File: src/rtl/calc_result_display.sv
// Binary-to-BCD conversion (shift-add-3) of the adder/subtractor result, driven onto a 4-digit muxed 7-seg display.
// Latency: bcd/neg update 8 cycles after start is sampled, done pulses the following cycle; seg/an lag scan counter by 1.
// Backpressure: none; start is sampled only in IDLE and dropped while busy. Optional macro: CALC_SIGNED_DISPLAY_EN.
module calc_result_display #(
  parameter int REFRESH_BITS = 16
) (
  input  logic        clk,
  input  logic        rst_n,
  input  logic        start,
  input  logic [7:0]  value,
  output logic        busy,
  output logic        done,
  output logic [11:0] bcd,
  output logic        neg,
  output logic [6:0]  seg,
  output logic [3:0]  an
);

  typedef enum logic {IDLE, SHIFT} state_t;

  localparam logic [6:0] SEG_BLANK = 7'b1111111;
  localparam logic [6:0] SEG_DASH  = 7'b0111111;

  state_t      state, state_nxt;
  logic        load, last;
  logic [7:0]  mag, mag_in, mag_nxt;
  logic [11:0] scratch, scratch_nxt, adj;
  logic [2:0]  cnt;
  logic        unused_msb;

  logic [REFRESH_BITS-1:0] scan_cnt;
  logic [1:0]  sel;
  logic [3:0]  dig_h, dig_t, dig_o;
  logic [6:0]  seg_nxt;
  logic [3:0]  an_nxt;

  function automatic logic [6:0] seg7(input logic [3:0] d);
    case (d)
      4'd0:    seg7 = 7'b1000000;
      4'd1:    seg7 = 7'b1111001;
      4'd2:    seg7 = 7'b0100100;
      4'd3:    seg7 = 7'b0110000;
      4'd4:    seg7 = 7'b0011001;
      4'd5:    seg7 = 7'b0010010;
      4'd6:    seg7 = 7'b0000010;
      4'd7:    seg7 = 7'b1111000;
      4'd8:    seg7 = 7'b0000000;
      4'd9:    seg7 = 7'b0010000;
      default: seg7 = SEG_BLANK;
    endcase
  endfunction

`ifdef CALC_SIGNED_DISPLAY_EN
  logic neg_pend;

  assign mag_in = value[7] ? (~value + 8'd1) : value;

  // Sign is captured at start but only published together with bcd.
  always_ff @(posedge clk or negedge rst_n) begin
    if (!rst_n) begin
      neg_pend <= 1'b0;
      neg      <= 1'b0;
    end else begin
      if (load) neg_pend <= value[7];
      if (last) neg      <= neg_pend;
    end
  end
`else
  assign mag_in = value;
  assign neg    = 1'b0;
`endif

  always_comb begin
    adj = scratch;
    for (int i = 0; i < 3; i++) begin
      if (scratch[i*4 +: 4] >= 4'd5) adj[i*4 +: 4] = scratch[i*4 +: 4] + 4'd3;
    end
  end

  assign {unused_msb, scratch_nxt, mag_nxt} = {adj, mag, 1'b0};

  always_ff @(posedge clk or negedge rst_n) begin
    if (!rst_n) state <= IDLE;
    else        state <= state_nxt;
  end

  always_comb begin
    state_nxt = state;
    load      = 1'b0;
    last      = 1'b0;
    busy      = 1'b0;
    case (state)
      IDLE: begin
        if (start) begin
          load      = 1'b1;
          state_nxt = SHIFT;
        end
      end
      SHIFT: begin
        busy = 1'b1;
        if (cnt == 3'd7) begin
          last      = 1'b1;
          state_nxt = IDLE;
        end
      end
      default: state_nxt = IDLE;
    endcase
  end

  always_ff @(posedge clk or negedge rst_n) begin
    if (!rst_n) begin
      mag     <= '0;
      scratch <= '0;
      cnt     <= '0;
      bcd     <= '0;
      done    <= 1'b0;
    end else begin
      if (load) begin
        mag     <= mag_in;
        scratch <= '0;
        cnt     <= '0;
      end else if (state == SHIFT) begin
        mag     <= mag_nxt;
        scratch <= scratch_nxt;
        cnt     <= cnt + 3'd1;
      end
      if (last) bcd <= scratch_nxt;
      done <= last;
    end
  end

  assign sel   = scan_cnt[REFRESH_BITS-1 -: 2];
  assign dig_h = bcd[11:8];
  assign dig_t = bcd[7:4];
  assign dig_o = bcd[3:0];

  // Digit select with leading-zero blanking; ones is always lit.
  always_comb begin
    an_nxt  = 4'b1110;
    seg_nxt = seg7(dig_o);
    case (sel)
      2'd1: begin
        an_nxt  = 4'b1101;
        seg_nxt = (dig_h == 4'd0 && dig_t == 4'd0) ? SEG_BLANK : seg7(dig_t);
      end
      2'd2: begin
        an_nxt  = 4'b1011;
        seg_nxt = (dig_h == 4'd0) ? SEG_BLANK : seg7(dig_h);
      end
      2'd3: begin
        an_nxt  = 4'b0111;
        seg_nxt = neg ? SEG_DASH : SEG_BLANK;
      end
      default: ;
    endcase
  end

  always_ff @(posedge clk or negedge rst_n) begin
    if (!rst_n) begin
      scan_cnt <= '0;
      an       <= 4'b1110;
      seg      <= 7'b1000000;
    end else begin
      scan_cnt <= scan_cnt + {{(REFRESH_BITS-1){1'b0}}, 1'b1};
      an       <= an_nxt;
      seg      <= seg_nxt;
    end
  end

endmodule

File: config.mk
export PLATFORM = sky130hd
export DESIGN_NAME = calc_result_display
export DESIGN_NICKNAME = d
export VERILOG_FILES = /design/src/rtl/calc_result_display.sv
export SDC_FILE = /design/constraint.sdc
export NUM_CORES = 1
export LEC_CHECK = 0
export BUFFER_PORTS_ARGS = -buffer_cell sky130_fd_sc_hd__buf_2
export CAP_MARGIN = 20
export CORE_MARGIN = 1
export CORE_UTILIZATION = 50
export DETAILED_ROUTE_END_ITERATION = 7
export PLACE_DENSITY = 0.72
export SYNTH_ARGS = -nofsm -noshare
export SYNTH_HDL_FRONTEND = slang
export SYNTH_SLANG_ARGS = --single-unit
export TNS_END_PERCENT = 1
File: constraint.sdc
create_clock -name clk -period 1.6 [get_ports clk]
set_input_delay 0.32 -clock clk [delete_from_list [all_inputs] [get_ports clk]]
set_output_delay 0.32 -clock clk [all_outputs]
set_load 0.02 [all_outputs]
==> results of run 1 <==
[per-layer routing]
metal,global-route usage (%),wire length [um],vias to the layer above
li1,-,-,1250
met2,32.0,2990,56
met5,0,0,-
met3,4.35,202,18
met1,25.8,3020,1182
met4,10.3,184,0
[placed cells by master, fill, tap and decap left out, drive strengths merged, types with 2 or more instances in the layout]
cell type | netlist | final
ha | 24 | 24
nand3b | 2 | 2
clkinv | 1 | 3
mux2 | 4 | 4
inv | 23 | 24
clkinvlp | 0 | 3
nor2 | 14 | 14
xor2 | 4 | 4
nor3 | 2 | 2
xnor2 | 13 | 13
nand4 | 4 | 4
nand2b | 11 | 11
nand3 | 7 | 7
nand2 | 36 | 36
nor4 | 2 | 2
dfstp | 4 | 4
a31oi | 2 | 2
clkbuf | 8 | 9
buf | 6 | 56
dfrtp | 60 | 60
a21oi | 26 | 26
nor3b | 7 | 7
o21ai | 36 | 36
o22ai | 6 | 6
a22o | 6 | 6
mux2i | 14 | 14
[cells by family after synthesis]
| group | count (synthesis) | synth area share (%) |
|---|---|---|
| muxes | 18 | 5.58 |
| and+or+nand+nor | 89 | 13.4 |
| buffers and inverters | 38 | 4.71 |
| AOI/OAI and AO/OA | 83 | 14.2 |
| adders and majority gates | 24 | 9.05 |
| DFF | 64 | 48.4 |
| other | 1 | 0.113 |
| xor gates and xnor gates | 17 | 4.49 |
[through the flow]
stage               hold WS (ns)  total power [mW]  setup WS, ns
floorplan                 0.0244              4.92        -0.115
global placement           0.241              5.76        0.0493
detailed placement         0.241              5.91       0.00431
CTS                        0.207              7.34      -0.00527
global route               0.219              8.15       -0.0776
finish                     0.218              7.55       -0.0281
[worst register-to-register path, delay by kind of cell, from the launching register on]
kind / cells / cell delay [ns]
compound gates: 3 / 0.72
simple gates: 1 / 0.20
fa+ha+maj: 1 / 0.16
buf+inv: 1 / 0.07
flops: 1 / 0.37
[flip-flops by register name, summed over array words and instances, names as in the netlist]
signal / count
scratch: 12
scan_cnt: 16
mag: 8
cnt: 3
done: 1
an: 4
state: 1
seg: 7
bcd: 12
[power breakdown]
group / internal [mW] / total (mW) / switching [mW]
clock: 0.718 / 1.39 / 0.673
combinational: 1.58 / 3.62 / 2.04
sequential: 2.14 / 2.54 / 0.398
[path summary, 6_finish.rpt]
path / endpoint / cells past startpoint
min reg2reg: scan_cnt[8]$_DFF_PN0_ / 1
max reg2reg: seg[2]$_DFF_PN0_ / 6
max in group asynchronous: scratch[5]$_DFFE_PN0P_ / 3
min in group asynchronous: seg[4]$_DFF_PN0_ / 2
max: seg[2]$_DFF_PN0_ / 6
min: mag[0]$_DFFE_PN0P_ / 3
[layout make-up]
cell class / instances / area (um^2)
clock inverters: 7 / 71.3
repair buffers: 57 / 343
inverters: 24 / 90.1
clock buffers: 9 / 124
multi-input cells: 232 / 1620
fillers: 528 / 2430
well taps: 77 / 96.3
flip-flops and latches: 64 / 1610
[timing repair]
item | 4_1_cts | 5_1_grt
setup endpoints to repair | 2 | 15
pin swaps | 0 | 7
gates resized for setup | 1 | 19
hold buffers | 1 | 0
endpoints found under the hold margin | 8 | 0
setup buffers | 0 | 3
==> results.json, run 1 <==
{
  "area_growth_syn_to_layout_pct": 19.4,
  "required_ns": 1.82,
  "synth_nets": 369,
  "startpoint_type": "flip-flop",
  "irDropWorstVdd_mv": 1.08,
  "root_buffer": "clkbuf_8",
  "core_um2": 6390,
  "drt-pass1-iter-count": 4,
  "synth_top_cell_by_area": "dfrtp_1",
  "crit_path_cell_trace": "inv_2 > ha_4 > and4bb_1 > a221o_1 > a21oi_1 > o22ai_1",
  "synth.most_common_cell": "dfrtp_1",
  "fin_cells": 470,
  "grt-ovfl-total": 0,
  "synth_edf_count": 0,
  "io_buffers": 35,
  "synth_area_per_cell_um2": 9.93,
  "maxCapViolations": 0,
  "worst_slack_ns": -0.0281,
  "setup_viol": 4,
  "vias_per_cell": 5.33,
  "ios": 37,
  "wl_per_cell_um": 13.6,
  "synth_top_area_share_pct": 45.3,
  "grt_pass1_wl_um": 11100,
  "synth-async-reset-ratio_pct": 100,
  "nNetsFinal": 423,
  "insertion_delay_ns": 0.35,
  "synth-seq-cells": 64,
  "period_share_pct": 102,
  "drv_slew": 0,
  "worstPathMaxFanout": 6,
  "hpwlAfterDp_um": 4600,
  "ant_nets": 0,
  "finalClockSkew_ns": 0.0101,
  "rsz0062_at_grt": "true",
  "layout_min_cycle_time_ns": 1.63,
  "cts_max_path_buffers": 2,
  "worstSetupPathType": "reg -> reg",
  "powerDensity_nw_per_um2": 1910,
  "arrival_ns": 1.85,
  "cts_tree": "yes",
  "synthFlopType": "dfrtp_1",
  "synth_common_cells": "dfrtp_1, nand2_1, o21ai_0, a21oi_1, ha_1",
  "synth_seq_area_share_pct": 48.4,
  "setup-tns-final_ns": -0.0387,
  "die_area_um2": 6960,
  "crit_start": "bcd[9]$_DFFE_PN0P_",
  "design_area_um2": 3960,
  "violations": "setup timing",
  "max_freq_mhz": 614,
  "synth_warnings": 0,
  "grt_max_degree": 26,
  "die_w_um": 83.5,
  "routabilityCongestion": 0.955,
  "synth_cells": 334,
  "htree_levels": 3,
  "cts_made_buffers": 9,
  "crit_path_end_kind": "flip-flop",
  "grt_usage_pct": 20.1,
  "drt-initial-drc-count": 107,
  "ff2ff_setup_slack_ns": -0.03,
  "regToRegStartpoint": "bcd[9]$_DFFE_PN0P_",
  "cts.sinks": 64,
  "hold_class": "in -> reg",
  "crit_family": "compound AO/OA/AOI/OAI gates",
  "placed_cells": 450,
  "grt_pass1_vias": 2439,
  "synth_cell_types": 40,
  "drc": 0,
  "initial_core_util_pct": 51.9,
  "rows": 29,
  "drive_above_1_share_pct": 26.5,
  "wl_um": 6390,
  "cpMaxStageDelayCell": "a221o_1",
  "hold_viol_final": 0,
  "p_leak_nw": 1.82,
  "status": "finished, violations left",
  "dpl_cell_area_um2": 3660,
  "vias": 2506,
  "antenna_found_initial": 0,
  "cp.buffers_inverters": 1,
  "slowest_delay_ns": 0.45,
  "antenna-diode-count": 0,
  "clkSlewWorstSetupHoldPaths_ns": 0.07,
  "die_h_um": 83.5,
  "synth.area.top_cells": "dfrtp_1, ha_1, o21ai_0, mux2i_1, nand2_1",
  "synth_area_um2": 3320,
  "utilization_pct": 62.0,
  "hold_start": "value[0]"
}
(Power assumes the default switching activity.)
==> inputs of run 2 (changes only) <==
--- a/config.mk
+++ b/config.mk
@@ -11,6 +11,8 @@
 export CORE_UTILIZATION = 50
 export DETAILED_ROUTE_END_ITERATION = 7
 export PLACE_DENSITY = 0.72
+export SETUP_SLACK_MARGIN = 0.15
+export SKIP_LAST_GASP = 1
 export SYNTH_ARGS = -nofsm -noshare
 export SYNTH_HDL_FRONTEND = slang
 export SYNTH_SLANG_ARGS = --single-unit
==> run 2 against run 1 <==
Compared with the run above: the run still ends with setup timing left; clock skew decreased by 0.00053 ns; die area is the same; highest routed layer unchanged; critical path depth is 1 lower; clock-buffer cell count unchanged; setup slack improved by 0.023 ns; total power shrank 0.55%; combinational power shrank 1%; cell area fell by 0.38%; first-iteration DRC count up 15%; global-route usage up 0.19 points; routed wire length increased by 0.38%.
==> results.json, run 2 (synthesis gave the netlist of run 1 again) <==
{
  "vias_per_cell": 5.32,
  "routabilityCongestion": 0.955,
  "design_area_um2": 3950,
  "total_power_mw": 7.51,
  "die_area_um2": 6960,
  "root_buffer": "clkbuf_8",
  "violations": "setup timing",
  "largest-register": "scan_cnt",
  "arrival_ns": 1.83,
  "cts_max_path_buffers": 2,
  "clkSlewWorstSetupHoldPaths_ns": 0.07,
  "rows": 29,
  "die_h_um": 83.5,
  "dpl_cell_area_um2": 3660,
  "largest_register_ffs": 16,
  "fin_cells": 469,
  "die_w_um": 83.5,
  "hpwlAfterDp_um": 4600,
  "vias": 2493,
  "htree_levels": 3,
  "drive_above_1_share_pct": 25.8,
  "initial_core_util_pct": 51.9,
  "grt_usage_pct": 20.3,
  "n_fill_cell": 530,
  "grt_max_degree": 26,
  "ios": 37,
  "maxCapViolations": 0,
  "drc": 0,
  "antenna-diode-count": 0,
  "nNetsFinal": 422,
  "rsz0062_at_grt": "true",
  "period_share_pct": 100,
  "placed_cells": 450,
  "io_buffers": 35,
  "irDropWorstVdd_mv": 1.07,
  "mostFrequentLayoutCells": "dfrtp_1, nand2_1, o21ai_0, buf_2, a21oi_1",
  "setup-tns-final_ns": -0.00468,
  "worstSetupPathType": "reg -> reg",
  "layout_min_cycle_time_ns": 1.60,
  "antenna_found_initial": 0,
  "grt_pass1_vias": 2478,
  "powerDensity_nw_per_um2": 1900,
  "grt-ovfl-total": 0,
  "wl_per_cell_um": 13.7,
  "core_um2": 6390,
  "final_common_cell": "dfrtp_1",
  "crit_path_end_kind": "flip-flop",
  "setup_viol": 1,
  "drt-initial-drc-count": 123,
  "worst_slack_ns": -0.00468,
  "cts_tree": "yes",
  "utilization_pct": 61.8,
  "max_freq_mhz": 623,
  "startpoint_type": "flip-flop",
  "p_leak_nw": 1.81,
  "ant_nets": 0,
  "grt_pass1_wl_um": 11200,
  "reg.largest.list": "scan_cnt: 16 flops, bcd: 12 flops, scratch: 12 flops",
  "hold_class": "in -> reg",
  "insertion_delay_ns": 0.35,
  "drt-pass1-iter-count": 4,
  "drv_slew": 0,
  "worstPathMaxFanout": 6,
  "wl_um": 6420,
  "status": "finished, violations left",
  "cts.sinks": 64,
  "hold_viol_final": 0,
  "required_ns": 1.82,
  "cts_made_buffers": 9,
  "area_growth_syn_to_layout_pct": 18.9,
  "finalClockSkew_ns": 0.00961
}
==> run 2: through the flow <==
| stage | setup WS [ns] | hold WS (ns) |
|---|---|---|
| CTS | 0.00893 | 0.207 |
| global placement | 0.0493 | 0.241 |
| detailed placement | 0.00431 | 0.241 |
| finish | -0.00468 | 0.217 |
| global route | -0.0625 | 0.221 |
| floorplan | -0.115 | 0.0244 |
==> run 2: path summary, 6_finish.rpt <==
path / start / slack, ns / depth (start not counted) / endpoint
max in group asynchronous: rst_n / 0.57 / 3 / scratch[5]$_DFFE_PN0P_
min in group asynchronous: rst_n / 0.40 / 2 / seg[4]$_DFF_PN0_
hold reg to reg: scan_cnt[8]$_DFF_PN0_ / 0.48 / 1 / scan_cnt[8]$_DFF_PN0_
setup / recovery: bcd[5]$_DFFE_PN0P_ / -0.005 / 5 / seg[2]$_DFF_PN0_
setup reg to reg: bcd[5]$_DFFE_PN0P_ / -0.005 / 5 / seg[2]$_DFF_PN0_
hold / removal: value[0] / 0.22 / 3 / mag[0]$_DFFE_PN0P_
==> run 2: final cells by class <==
type / count / area, um^2 / share of cell area [%]
clock buffers: 9 / 124 / 3.14
repair buffers: 56 / 339 / 8.59
multi-input cells: 232 / 1610 / 40.9
inverters: 24 / 90.1 / 2.28
well taps: 77 / 96.3 / 2.44
flip-flops and latches: 64 / 1610 / 40.9
clock inverters: 7 / 71.3 / 1.81
==> run 2: per-layer routing <==
metal	global-route usage, %	vias up	share of wire (%)
met5	0	-	0
met4	12.2	0	2.5
met3	3.86	16	3.0
met2	32.2	55	48
met1	25.8	1175	47
li1	-	1247	-
==> run 2: critical path: stages, from the launching register on <==
cell and delay [ns]:
dfrtp_1 0.40, buf_6 0.13, or2_2 0.28, a221o_1 0.39, a21oi_1 0.17, o22ai_1 0.10
==> run 2: repair_timing <==
action / 4_1_cts / 5_1_grt
setup buffers: 1 / 1
resized for setup: 7 / 10
setup endpoints to repair: 17 / 32
hold endpoints to repair: 8 / 0
hold buffers: 1 / 0
cloned: 0 / 0
pin swaps: 3 / 3
==> run 2: power breakdown <==
group	internal (mW)	leakage [nW]	switching (mW)
Sequential	2.14	0.802	0.401
Combinational	1.56	0.919	2.02
Clock	0.718	0.0916	0.670
Total	4.42	1.81	3.09
==> inputs of run 3 (changes only) <==
==> constraint.sdc (replaced) <==
create_clock -name clk -period 1.6 [get_ports clk]
set_input_delay 0.48 -clock clk [delete_from_list [all_inputs] [get_ports clk]]
set_output_delay 0.48 -clock clk [all_outputs]
set_load 0.02 [all_outputs]
==> run 3 against run 2 <==
Compared with the run above: the run now ends clean; clock-buffer cell count up 4; final cell count up 0.43%; sequential share of layout area down 0.46 points; global-route usage down 0.34 points; clock power up 9%; register-to-register slack better by 0.02 ns; combinational power about the same; cell area up 1.2%; maximum frequency up 1.1%; routed wire length down 0.34%; critical path depth unchanged; critical endpoint is now seg[3]$_DFF_PN0_; largest cell class unchanged.
==> results.json, run 3 (synthesis gave the netlist of run 1 again) <==
{
  "status": "finished, final reports clean",
  "rsz0062_at_grt": "true",
  "cts.sinks": 64,
  "die_h_um": 83.5,
  "worstPathMaxFanout": 6,
  "vias_per_cell": 5.42,
  "p_leak_nw": 1.86,
  "hold_viol_final": 0,
  "drt-initial-drc-count": 116,
  "hold-worst-slack_ns": 0.0249,
  "cts_made_buffers": 9,
  "wl_um": 6400,
  "die_area_um2": 6960,
  "root_buffer": "clkbuf_8",
  "maxCapViolations": 0,
  "dpl_cell_area_um2": 3670,
  "nNetsFinal": 424,
  "regToRegStartpoint": "bcd[5]$_DFFE_PN0P_",
  "required_ns": 1.80,
  "insertion_delay_ns": 0.34,
  "ant_nets": 0,
  "vias": 2554,
  "p_comb_share_pct": 47.1,
  "initial_core_util_pct": 51.9,
  "seqPwrFrac_pct": 33.1,
  "area_growth_syn_to_layout_pct": 20.4,
  "largest_register_ffs": 16,
  "ff_latch_area_um2": 1610,
  "rows": 29,
  "clkSlewWorstSetupHoldPaths_ns": 0.07,
  "cts_tree": "yes",
  "setup_viol": 0,
  "finalClockSkew_ns": 0.0143,
  "drv_slew": 0,
  "design_area_um2": 3990,
  "drt-pass1-iter-count": 4,
  "final_common_cell": "dfrtp_1",
  "startpoint_type": "flip-flop",
  "ff2ff_setup_slack_ns": 0.01,
  "wl_per_cell_um": 13.6,
  "clkPwrFrac_pct": 19.8,
  "total_power_mw": 7.67,
  "io_buffers": 35,
  "cts_max_path_buffers": 2,
  "powerDensity_nw_per_um2": 1920,
  "grt_pass1_wl_um": 11000,
  "reg.largest.list": "scan_cnt: 16 flops, bcd: 12 flops, scratch: 12 flops",
  "core_um2": 6390,
  "die_w_um": 83.5,
  "grt_max_degree": 43,
  "arrival_ns": 1.79,
  "switching_share_pct": 39.3,
  "ios": 37,
  "layout_min_cycle_time_ns": 1.59,
  "htree_levels": 3,
  "period_share_pct": 99.2,
  "fin_cells": 471,
  "drive_above_1_share_pct": 25.6,
  "irDropWorstVdd_mv": 1.06,
  "switching_power_mw": 3.01,
  "crit_path_end_kind": "flip-flop",
  "worstSetupPathType": "reg -> reg",
  "antenna-diode-count": 0,
  "largest-register": "scan_cnt",
  "hold_class": "in -> async",
  "multi_input_area_um2": 1620,
  "drc": 0,
  "r2r-end": "seg[3]$_DFF_PN0_",
  "hpwlAfterDp_um": 4410,
  "p_int_mw": 4.66,
  "utilization_pct": 62.5,
  "placed_cells": 449,
  "grt_usage_pct": 19.9,
  "grt_pass1_vias": 2384,
  "n_fill_cell": 533,
  "grt-ovfl-total": 0,
  "max_freq_mhz": 630,
  "reg2reg_depth": 5,
  "routabilityCongestion": 0.902,
  "antenna_found_initial": 0,
  "mostFrequentLayoutCells": "dfrtp_1, nand2_1, buf_2, o21ai_0, ha_1"
}
## run 3: cell types whose count changed in the layout (fill, tap and decap cells not counted), sizes merged
cell	delta
inv	-1
dlygate4sd3	-1
clkinvlp	-3
bufinv	+1
clkinv	-1
clkbuf	+4
buf	+3
## run 3: power groups by stage
stage | Combinational, mW | Sequential [mW] | Clock [mW]
after detailed placement | 3.31 | 2.56 | 0
after CTS | 3.52 | 2.53 | 1.55
after floorplan | 2.13 | 2.79 | 0
after global placement | 3.21 | 2.55 | 0
after global routing | 4.03 | 2.63 | 1.62
final | 3.61 | 2.54 | 1.52
## run 3: worst max-delay path by stage
stage | to | from
floorplan | seg[5]$_DFF_PN0_ | bcd[8]$_DFFE_PN0P_
global placement | seg[6]$_DFF_PN1_ | bcd[4]$_DFFE_PN0P_
detailed placement | seg[6]$_DFF_PN1_ | bcd[5]$_DFFE_PN0P_
CTS | seg[3]$_DFF_PN0_ | bcd[9]$_DFFE_PN0P_
global route | seg[1]$_DFF_PN0_ | bcd[5]$_DFFE_PN0P_
finish | seg[3]$_DFF_PN0_ | bcd[5]$_DFFE_PN0P_
## run 3: critical path, stage by stage (launching register included)
cell and delay (ns):
dfrtp_1 0.40, buf_6 0.13, or2_2 0.28, a221o_2 0.42, a21oi_2 0.12, o22ai_1 0.10
## run 3: cell type report
cell class,instances,share of cell area [%]
Clock buffer,13,3.73
Clock inverter,3,1.63
Inverter,24,2.26
Multi-Input combinational cell,232,40.5
Sequential cell,64,40.4
Tap cell,77,2.41
Timing Repair Buffer,58,9.12
## run 3: per-stage QoR
| stage | setup TNS, ns | setup slack, ns |
|---|---|---|
| floorplan | -0.609 | -0.115 |
| global placement | 0 | 0.0445 |
| detailed placement | 0 | 0.00563 |
| CTS | 0 | 0.0108 |
| global route | -0.366 | -0.0497 |
| finish | 0 | 0.0132 |
## run 3: routing by layer
metal  track usage [%]  part of all wire, %  vias to the layer above
met4              9.71                  2.0                        0
met2              32.6                   48                       72
met1              25.6                   46                     1213
li1                  -                    -                     1254
met5                 0                    0                        -
met3              3.56                  3.9                       15
## run 3: repair_timing
| action | CTS | global route |
|---|---|---|
| pin swaps | 4 | 1 |
| endpoints found under the setup margin | 37 | 43 |
| setup buffers | 6 | 0 |
| resized for setup | 8 | 11 |
| hold buffers | 0 | 0 |
